### src/rtl/hazard_pkg.sv
// Shared types and stall-length constants for the pipeline hazard controller.
package hazard_pkg;

    typedef enum logic [1:0] {
        RUN    = 2'd0,
        DSTALL = 2'd1,
        FLUSH  = 2'd2,
        MWAIT  = 2'd3
    } hz_state_t;

    localparam logic [1:0] STALL_LOAD_USE  = 2'd1;
    localparam logic [1:0] STALL_EX_NOFWD  = 2'd2;
    localparam logic [1:0] STALL_MEM_NOFWD = 2'd1;

endpackage

### src/rtl/hazard_ctrl_if.sv
// Control bundle between the pipeline datapath (master) and hazard_ctrl (slave).
interface hazard_ctrl_if #(
    parameter int REG_W = 4,
    parameter int CNT_W = 16
);
    logic [REG_W-1:0] id_read_reg1;
    logic [REG_W-1:0] id_read_reg2;
    logic             id_uses_reg1;
    logic             id_uses_reg2;
    logic [REG_W-1:0] ex_write_reg;
    logic             ex_rf_write;
    logic             ex_memtoreg;
    logic [REG_W-1:0] mem_write_reg;
    logic             mem_rf_write;
    logic             branch_taken;
    logic             mem_busy;
    logic             pc_wen;
    logic             ifid_wen;
    logic             idex_wen;
    logic             exmem_wen;
    logic             ifid_flush;
    logic             idex_bubble;
    logic [CNT_W-1:0] stall_count;

    modport master (
        output id_read_reg1, id_read_reg2, id_uses_reg1, id_uses_reg2,
        output ex_write_reg, ex_rf_write, ex_memtoreg,
        output mem_write_reg, mem_rf_write, branch_taken, mem_busy,
        input  pc_wen, ifid_wen, idex_wen, exmem_wen,
        input  ifid_flush, idex_bubble, stall_count
    );

    modport slave (
        input  id_read_reg1, id_read_reg2, id_uses_reg1, id_uses_reg2,
        input  ex_write_reg, ex_rf_write, ex_memtoreg,
        input  mem_write_reg, mem_rf_write, branch_taken, mem_busy,
        output pc_wen, ifid_wen, idex_wen, exmem_wen,
        output ifid_flush, idex_bubble, stall_count
    );
endinterface

### src/rtl/hazard_match.sv
// Compares one producer destination against both decode sources; r0 never matches.
module hazard_match #(
    parameter int REG_W = 4
) (
    input  logic [REG_W-1:0] prod_reg_i,
    input  logic             prod_wr_i,
    input  logic [REG_W-1:0] src1_i,
    input  logic             use1_i,
    input  logic [REG_W-1:0] src2_i,
    input  logic             use2_i,
    output logic             match_o
);
    logic live_s;

    assign live_s  = prod_wr_i && (prod_reg_i != {REG_W{1'b0}});
    assign match_o = live_s && ((use1_i && (src1_i == prod_reg_i)) ||
                                (use2_i && (src2_i == prod_reg_i)));
endmodule

### src/rtl/hazard_ctrl.sv
// Pipeline hazard controller: data-hazard stalls, branch flushes, memory waits.
// Define HAZARD_FORWARD_EN when the EX/MEM->EX forwarding network is present.
module hazard_ctrl
    import hazard_pkg::*;
#(
    parameter int REG_W = 4,
    parameter int CNT_W = 16
) (
    input  logic          clk,
    input  logic          rst,
    hazard_ctrl_if.slave  hz
);
    hz_state_t        state_q, state_d, ret_q, ret_d, eff_s;
    logic [1:0]       scnt_q, scnt_d, need_s;
    logic [CNT_W-1:0] stall_count_q;
    logic             ex_match_s, mem_match_s;
    logic             pc_wen_s, ifid_wen_s, idex_wen_s, exmem_wen_s;
    logic             flush_s, bubble_s;

    hazard_match #(.REG_W(REG_W)) u_ex_match (
        .prod_reg_i (hz.ex_write_reg),
        .prod_wr_i  (hz.ex_rf_write),
        .src1_i     (hz.id_read_reg1),
        .use1_i     (hz.id_uses_reg1),
        .src2_i     (hz.id_read_reg2),
        .use2_i     (hz.id_uses_reg2),
        .match_o    (ex_match_s)
    );

    hazard_match #(.REG_W(REG_W)) u_mem_match (
        .prod_reg_i (hz.mem_write_reg),
        .prod_wr_i  (hz.mem_rf_write),
        .src1_i     (hz.id_read_reg1),
        .use1_i     (hz.id_uses_reg1),
        .src2_i     (hz.id_read_reg2),
        .use2_i     (hz.id_uses_reg2),
        .match_o    (mem_match_s)
    );

`ifdef HAZARD_FORWARD_EN
    logic unused_mem_match_s;
    assign unused_mem_match_s = mem_match_s;
    assign need_s = (ex_match_s && hz.ex_memtoreg) ? STALL_LOAD_USE : 2'd0;
`else
    logic unused_memtoreg_s;
    assign unused_memtoreg_s = hz.ex_memtoreg;
    assign need_s = ex_match_s  ? STALL_EX_NOFWD :
                    mem_match_s ? STALL_MEM_NOFWD : 2'd0;
`endif

    // Next-state and Mealy outputs; MWAIT resumes as whatever state it interrupted.
    always_comb begin
        state_d     = state_q;
        ret_d       = ret_q;
        scnt_d      = scnt_q;
        pc_wen_s    = 1'b1;
        ifid_wen_s  = 1'b1;
        idex_wen_s  = 1'b1;
        exmem_wen_s = 1'b1;
        flush_s     = 1'b0;
        bubble_s    = 1'b0;
        eff_s       = (state_q == MWAIT) ? ret_q : state_q;

        if (hz.mem_busy) begin
            pc_wen_s    = 1'b0;
            ifid_wen_s  = 1'b0;
            idex_wen_s  = 1'b0;
            exmem_wen_s = 1'b0;
            state_d     = MWAIT;
            if (state_q != MWAIT) begin
                ret_d = state_q;
            end else begin
                ret_d = ret_q;
            end
        end else if (hz.branch_taken) begin
            flush_s  = 1'b1;
            bubble_s = 1'b1;
            state_d  = FLUSH;
            scnt_d   = 2'd0;
        end else begin
            case (eff_s)
                RUN: begin
                    if (need_s != 2'd0) begin
                        pc_wen_s   = 1'b0;
                        ifid_wen_s = 1'b0;
                        bubble_s   = 1'b1;
                        scnt_d     = need_s - 2'd1;
                        state_d    = (need_s > 2'd1) ? DSTALL : RUN;
                    end else begin
                        state_d = RUN;
                    end
                end
                DSTALL: begin
                    pc_wen_s   = 1'b0;
                    ifid_wen_s = 1'b0;
                    bubble_s   = 1'b1;
                    if (scnt_q > 2'd1) begin
                        scnt_d  = scnt_q - 2'd1;
                        state_d = DSTALL;
                    end else begin
                        scnt_d  = 2'd0;
                        state_d = RUN;
                    end
                end
                FLUSH:   state_d = RUN;
                default: state_d = RUN;
            endcase
        end

        if (rst) begin
            pc_wen_s    = 1'b0;
            ifid_wen_s  = 1'b0;
            idex_wen_s  = 1'b0;
            exmem_wen_s = 1'b0;
            flush_s     = 1'b0;
            bubble_s    = 1'b0;
        end else begin
            flush_s = flush_s;
        end
    end

    // FSM state, resume state and stall down-counter.
    always_ff @(posedge clk or posedge rst) begin
        if (rst) begin
            state_q <= RUN;
            ret_q   <= RUN;
            scnt_q  <= 2'd0;
        end else begin
            state_q <= state_d;
            ret_q   <= ret_d;
            scnt_q  <= scnt_d;
        end
    end

    // Saturating count of cycles with the PC held.
    always_ff @(posedge clk or posedge rst) begin
        if (rst) begin
            stall_count_q <= {CNT_W{1'b0}};
        end else if (!pc_wen_s && (stall_count_q != {CNT_W{1'b1}})) begin
            stall_count_q <= stall_count_q + {{(CNT_W-1){1'b0}}, 1'b1};
        end else begin
            stall_count_q <= stall_count_q;
        end
    end

    assign hz.pc_wen      = pc_wen_s;
    assign hz.ifid_wen    = ifid_wen_s;
    assign hz.idex_wen    = idex_wen_s;
    assign hz.exmem_wen   = exmem_wen_s;
    assign hz.ifid_flush  = flush_s;
    assign hz.idex_bubble = bubble_s;
    assign hz.stall_count = stall_count_q;
endmodule

### src/flat_wrapper.sv
// flat-port wrapper written by rule: the top's interface ports become plain ports
module hazard_ctrl_flat import hazard_pkg::*;
#(
    parameter int REG_W = 4,
    parameter int CNT_W = 16
)
  (clk, rst, hz_id_read_reg1, hz_id_read_reg2, hz_id_uses_reg1, hz_id_uses_reg2, hz_ex_write_reg, hz_ex_rf_write, hz_ex_memtoreg, hz_mem_write_reg, hz_mem_rf_write, hz_branch_taken, hz_mem_busy, hz_pc_wen, hz_ifid_wen, hz_idex_wen, hz_exmem_wen, hz_ifid_flush, hz_idex_bubble, hz_stall_count);
  hazard_ctrl_if #(.REG_W(REG_W), .CNT_W(CNT_W)) hz_i ();
  input  logic clk;
  input  logic rst;
  input wire logic [$bits(hz_i.id_read_reg1)-1:0] hz_id_read_reg1;
  input wire logic [$bits(hz_i.id_read_reg2)-1:0] hz_id_read_reg2;
  input wire logic [$bits(hz_i.id_uses_reg1)-1:0] hz_id_uses_reg1;
  input wire logic [$bits(hz_i.id_uses_reg2)-1:0] hz_id_uses_reg2;
  input wire logic [$bits(hz_i.ex_write_reg)-1:0] hz_ex_write_reg;
  input wire logic [$bits(hz_i.ex_rf_write)-1:0] hz_ex_rf_write;
  input wire logic [$bits(hz_i.ex_memtoreg)-1:0] hz_ex_memtoreg;
  input wire logic [$bits(hz_i.mem_write_reg)-1:0] hz_mem_write_reg;
  input wire logic [$bits(hz_i.mem_rf_write)-1:0] hz_mem_rf_write;
  input wire logic [$bits(hz_i.branch_taken)-1:0] hz_branch_taken;
  input wire logic [$bits(hz_i.mem_busy)-1:0] hz_mem_busy;
  output wire logic [$bits(hz_i.pc_wen)-1:0] hz_pc_wen;
  output wire logic [$bits(hz_i.ifid_wen)-1:0] hz_ifid_wen;
  output wire logic [$bits(hz_i.idex_wen)-1:0] hz_idex_wen;
  output wire logic [$bits(hz_i.exmem_wen)-1:0] hz_exmem_wen;
  output wire logic [$bits(hz_i.ifid_flush)-1:0] hz_ifid_flush;
  output wire logic [$bits(hz_i.idex_bubble)-1:0] hz_idex_bubble;
  output wire logic [$bits(hz_i.stall_count)-1:0] hz_stall_count;
  assign hz_i.id_read_reg1 = hz_id_read_reg1;
  assign hz_i.id_read_reg2 = hz_id_read_reg2;
  assign hz_i.id_uses_reg1 = hz_id_uses_reg1;
  assign hz_i.id_uses_reg2 = hz_id_uses_reg2;
  assign hz_i.ex_write_reg = hz_ex_write_reg;
  assign hz_i.ex_rf_write = hz_ex_rf_write;
  assign hz_i.ex_memtoreg = hz_ex_memtoreg;
  assign hz_i.mem_write_reg = hz_mem_write_reg;
  assign hz_i.mem_rf_write = hz_mem_rf_write;
  assign hz_i.branch_taken = hz_branch_taken;
  assign hz_i.mem_busy = hz_mem_busy;
  assign hz_pc_wen = hz_i.pc_wen;
  assign hz_ifid_wen = hz_i.ifid_wen;
  assign hz_idex_wen = hz_i.idex_wen;
  assign hz_exmem_wen = hz_i.exmem_wen;
  assign hz_ifid_flush = hz_i.ifid_flush;
  assign hz_idex_bubble = hz_i.idex_bubble;
  assign hz_stall_count = hz_i.stall_count;
  hazard_ctrl #(.REG_W(REG_W), .CNT_W(CNT_W)) u_core (.clk(clk), .rst(rst), .hz(hz_i));
endmodule
### config.mk
export PLATFORM = sky130hd
export DESIGN_NAME = hazard_ctrl_flat
export DESIGN_NICKNAME = d
export VERILOG_FILES = /design/src/rtl/hazard_pkg.sv /design/src/rtl/hazard_ctrl_if.sv /design/src/rtl/hazard_match.sv /design/src/rtl/hazard_ctrl.sv /design/src/flat_wrapper.sv
export SDC_FILE = /design/constraint.sdc
export NUM_CORES = 1
export LEC_CHECK = 0
export BUFFER_PORTS_ARGS = -buffer_cell sky130_fd_sc_hd__buf_2
export CORE_MARGIN = 5
export CORE_UTILIZATION = 54
export CTS_CLUSTER_SIZE = 12
export DETAILED_ROUTE_END_ITERATION = 10
export GPL_TIMING_DRIVEN = 1
export PLACE_DENSITY_LB_ADDON = 0.1
export SLEW_MARGIN = 20
export SYNTH_ARGS = -nofsm -noshare
export SYNTH_HDL_FRONTEND = slang
export SYNTH_SLANG_ARGS = --single-unit
### constraint.sdc
create_clock -name clk -period 4.1 [get_ports clk]
set_clock_uncertainty 0.1 [all_clocks]
set_input_delay 0.615 -clock clk [delete_from_list [all_inputs] [get_ports clk]]
set_output_delay 0.615 -clock clk [all_outputs]
set_load 0.05 [all_outputs]
==> metrics <==
slew at the pin closest to its max-slew limit between 0.8 and 0.9 ns; Num CTS Buffers 3; CP peak stage delay around 0.30 ns; total routed wirelength about 3100 um; Worst EP arrival 2.09 ns; sequential standard cell area approximately 550 um2; area post-placement between 1500 and 2000 um2; cells after synthesis between 100 and 150; hold_ws ~0.37 ns; clock input transition at the sequential cells of the worst setup and hold paths 0.14 ns; remaining global-route overflow 0; RSZ-0062 raised after global routing false; launching element of the worst setup path hz_mem_write_reg[1]; type of destination of the critical path output port; via density per instance ~5.4; worst-path cell chain buf_2, xor2_1, nor3_1, nand3_1, a21o_1, o211ai_1, a21oi_1, nor3_1, buf_2; source-to-sink clock delay at the later pin of the worst-skew pair roughly 0.32 ns; CP delay by family, top compound AO/OA/AOI/OAI gates; Synth cell types 40; max-cap violations 0; clock tree root buffer cell sky130_fd_sc_hd__clkbuf_4; total global routing track utilization 0.1816; worst-case clock buffer depth 2; Initial DRC Count 35; hold violation count in the final report 0; final period utilization 0.6841; overall via count from detail_route 1,191; routed wirelength normalized by instance count roughly 14 um; dominant cells by area after synthesis sky130_fd_sc_hd__dfrtp_1, sky130_fd_sc_hd__xnor2_1, sky130_fd_sc_hd__xor2_1; post-synth net total approximately 170; WS Path Type primary input to output port; clock net sink count 22; required time worst endpoint around 3.4 ns; maximum frequency from static timing analysis 0.3566 GHz; Resize count post-CTS 0; Seq/Total Area, Yosys 0.3922; maximum vdd drop 0.4342 mV; weighted congestion reported at the end of routability-driven placement about 0.83; clock period minus worst slack between 2 and 3 ns; Max Slew Vio Count 0; largest area contributor in the synthesized netlist sky130_fd_sc_hd__dfrtp_1; Power per Cell Area between 400 and 500 nW/um2; count of final setup violators 0; Slew headroom 0.4414; total negative slack 0 ns; number of buffers and inverters on the critical path 2; synthesized area per cell 9.550 um2; vias in the first global route 1,174; number of nets still failing antenna checks after routing 0; maximum fanout count along the critical path 4; Post-CTS Setup Inserts 0; H-tree depth 1; die extent in x 60.99 um; area of the core between 2000 and 2500 um2; count of boundary I/O pins 47; share of the synthesized area in the top cell type 0.3922; #FFs+latches synth 22; kind of start point of the critical path primary input; vertical extent of the die 60.99 um; fraction of layout instances using a drive strength above 1 0.3037; outcome finished clean; clock tree from TritonCTS yes; class of the most critical hold timing path primary input to async pin; Die ar. 3719 um2; top-count cell post-synth sky130_fd_sc_hd__dfrtp_1; footprint of the multi-input gates roughly 800 um2; synthesis-to-layout area growth 19.52%; Final Cell Area 1678 um2; IO Port Bufs 45; leading post-synthesis cells by instance count sky130_fd_sc_hd__dfrtp_1, sky130_fd_sc_hd__xnor2_1, sky130_fd_sc_hd__nand3_1; number of synthesis warnings 0; Residual DRC 0; reg2reg start u_core.hz.stall_count[5]; total number of nets in the final design 218; initial antenna violation count 0; iteration count of the initial detailed-routing pass 4; number of standard-cell rows in the floorplan 18; Async SR Flop Fraction 1.000; global-route wire length before repair 4988 um; diodes inserted 0; static leakage just over 0.8 nW; number of filler cells placed in the layout between 200 and 250; number of enable-type register cells in the synthesized netlist 0; starting density of the core 0.5667; setup slack at placement 1.300 ns; largest net degree at the start of global routing 23; least setup slack across all paths after layout between 1 and 1.5 ns; post-DP HPWL around 2400 um; hold-fix buffers at CTS 0; Slowest cell on crit path sky130_fd_sc_hd__buf_2; synthesized cell area between 1000 and 1500 um2; most instantiated flip-flop cell in the synthesis netlist sky130_fd_sc_hd__dfrtp_1
stage by stage:
stage	instances	total power (W)	util
6_report	221	0.0007998	0.6773
3_5_place_dp	217	0.0006382	0.6561
3_3_place_gp	217	0.0006280	0.6561
2_1_floorplan	147	0.0005548	-
4_1_cts	221	0.0008086	0.6773
5_1_grt	221	0.0008472	0.6773
where the power goes:
| part | switching, W | internal [W] | total (W) |
|---|---|---|---|
| registers | 0.0000463 | 0.000258 | 0.000305 |
| clock network | 0.0000687 | 0.0000989 | 0.000168 |
| logic | 0.000229 | 0.0000990 | 0.000328 |
flip-flops by register name (all words and copies together) (netlist names):
register,count
u_core.scnt_q,2
u_core.hz.stall_count,16
u_core.ret_q,2
u_core.state_q,2
path summary, 6_finish.rpt:
check                                            endpoint  slack (ns)  cells past startpoint
worst max register to register   u_core.hz.stall_count[1]        2.02                      7
max in group asynchronous               u_core.state_q[0]        3.00                      2
worst max-delay path                       hz_idex_bubble        1.30                      9
worst min register to register  u_core.hz.stall_count[14]        0.40                      1
worst min-delay path             u_core.hz.stall_count[2]        0.37                      2
min in group clk                u_core.hz.stall_count[14]        0.40                      1
final cells by class:
class | count | share of cell area
Sequential cell | 22 | 0.3281
Multi-Input combinational cell | 116 | 0.4750
Clock buffer | 3 | 0.01342
Clock inverter | 1 | 0.01790
Inverter | 4 | 0.008949
Timing Repair Buffer | 45 | 0.1342
Tap cell | 30 | 0.02237
cell usage in the layout (no fill, tap or decap), types with 2 or more instances in the layout:
master and count:
sky130_fd_sc_hd__buf_2 45, sky130_fd_sc_hd__nor2_1 11, sky130_fd_sc_hd__dfrtp_1 22, sky130_fd_sc_hd__clkbuf_4 3
sky130_fd_sc_hd__nor4_1 2, sky130_fd_sc_hd__nor3_1 4, sky130_fd_sc_hd__and3_1 6, sky130_fd_sc_hd__nand4_1 3
sky130_fd_sc_hd__and2_1 3, sky130_fd_sc_hd__nand2b_1 3, sky130_fd_sc_hd__xor2_1 12, sky130_fd_sc_hd__a211oi_1 2
sky130_fd_sc_hd__xnor2_1 19, sky130_fd_sc_hd__nand2_1 11, sky130_fd_sc_hd__nand3_1 14, sky130_fd_sc_hd__a21oi_1 2
sky130_fd_sc_hd__nor2b_1 2, sky130_fd_sc_hd__a31oi_1 2, sky130_fd_sc_hd__inv_1 4
cell families (layout without fill, tap and decap cells):
family	after synthesis	count (layout)	share of synthesized area
compound gates	17	17	0.1025
xor+xnor	31	31	0.1934
fa+ha+maj	1	1	0.008911
buf+inv	9	53	0.04010
flops	22	22	0.3922
mux	1	1	0.008021
simple gates	66	66	0.2549
metal layers:
metal | routed length, um | global-route usage | vias up | share of wire
met5 | 0 | 0 | - | 0
met1 | 1307 | 0.2184 | 561 | 0.43
met3 | 220 | 0.03404 | 2 | 0.072
li1 | - | - | 594 | -
met2 | 1506 | 0.3176 | 34 | 0.49
met4 | 19 | 0.07430 | 0 | 0.0062
Power figures use the tool's default switching activity.
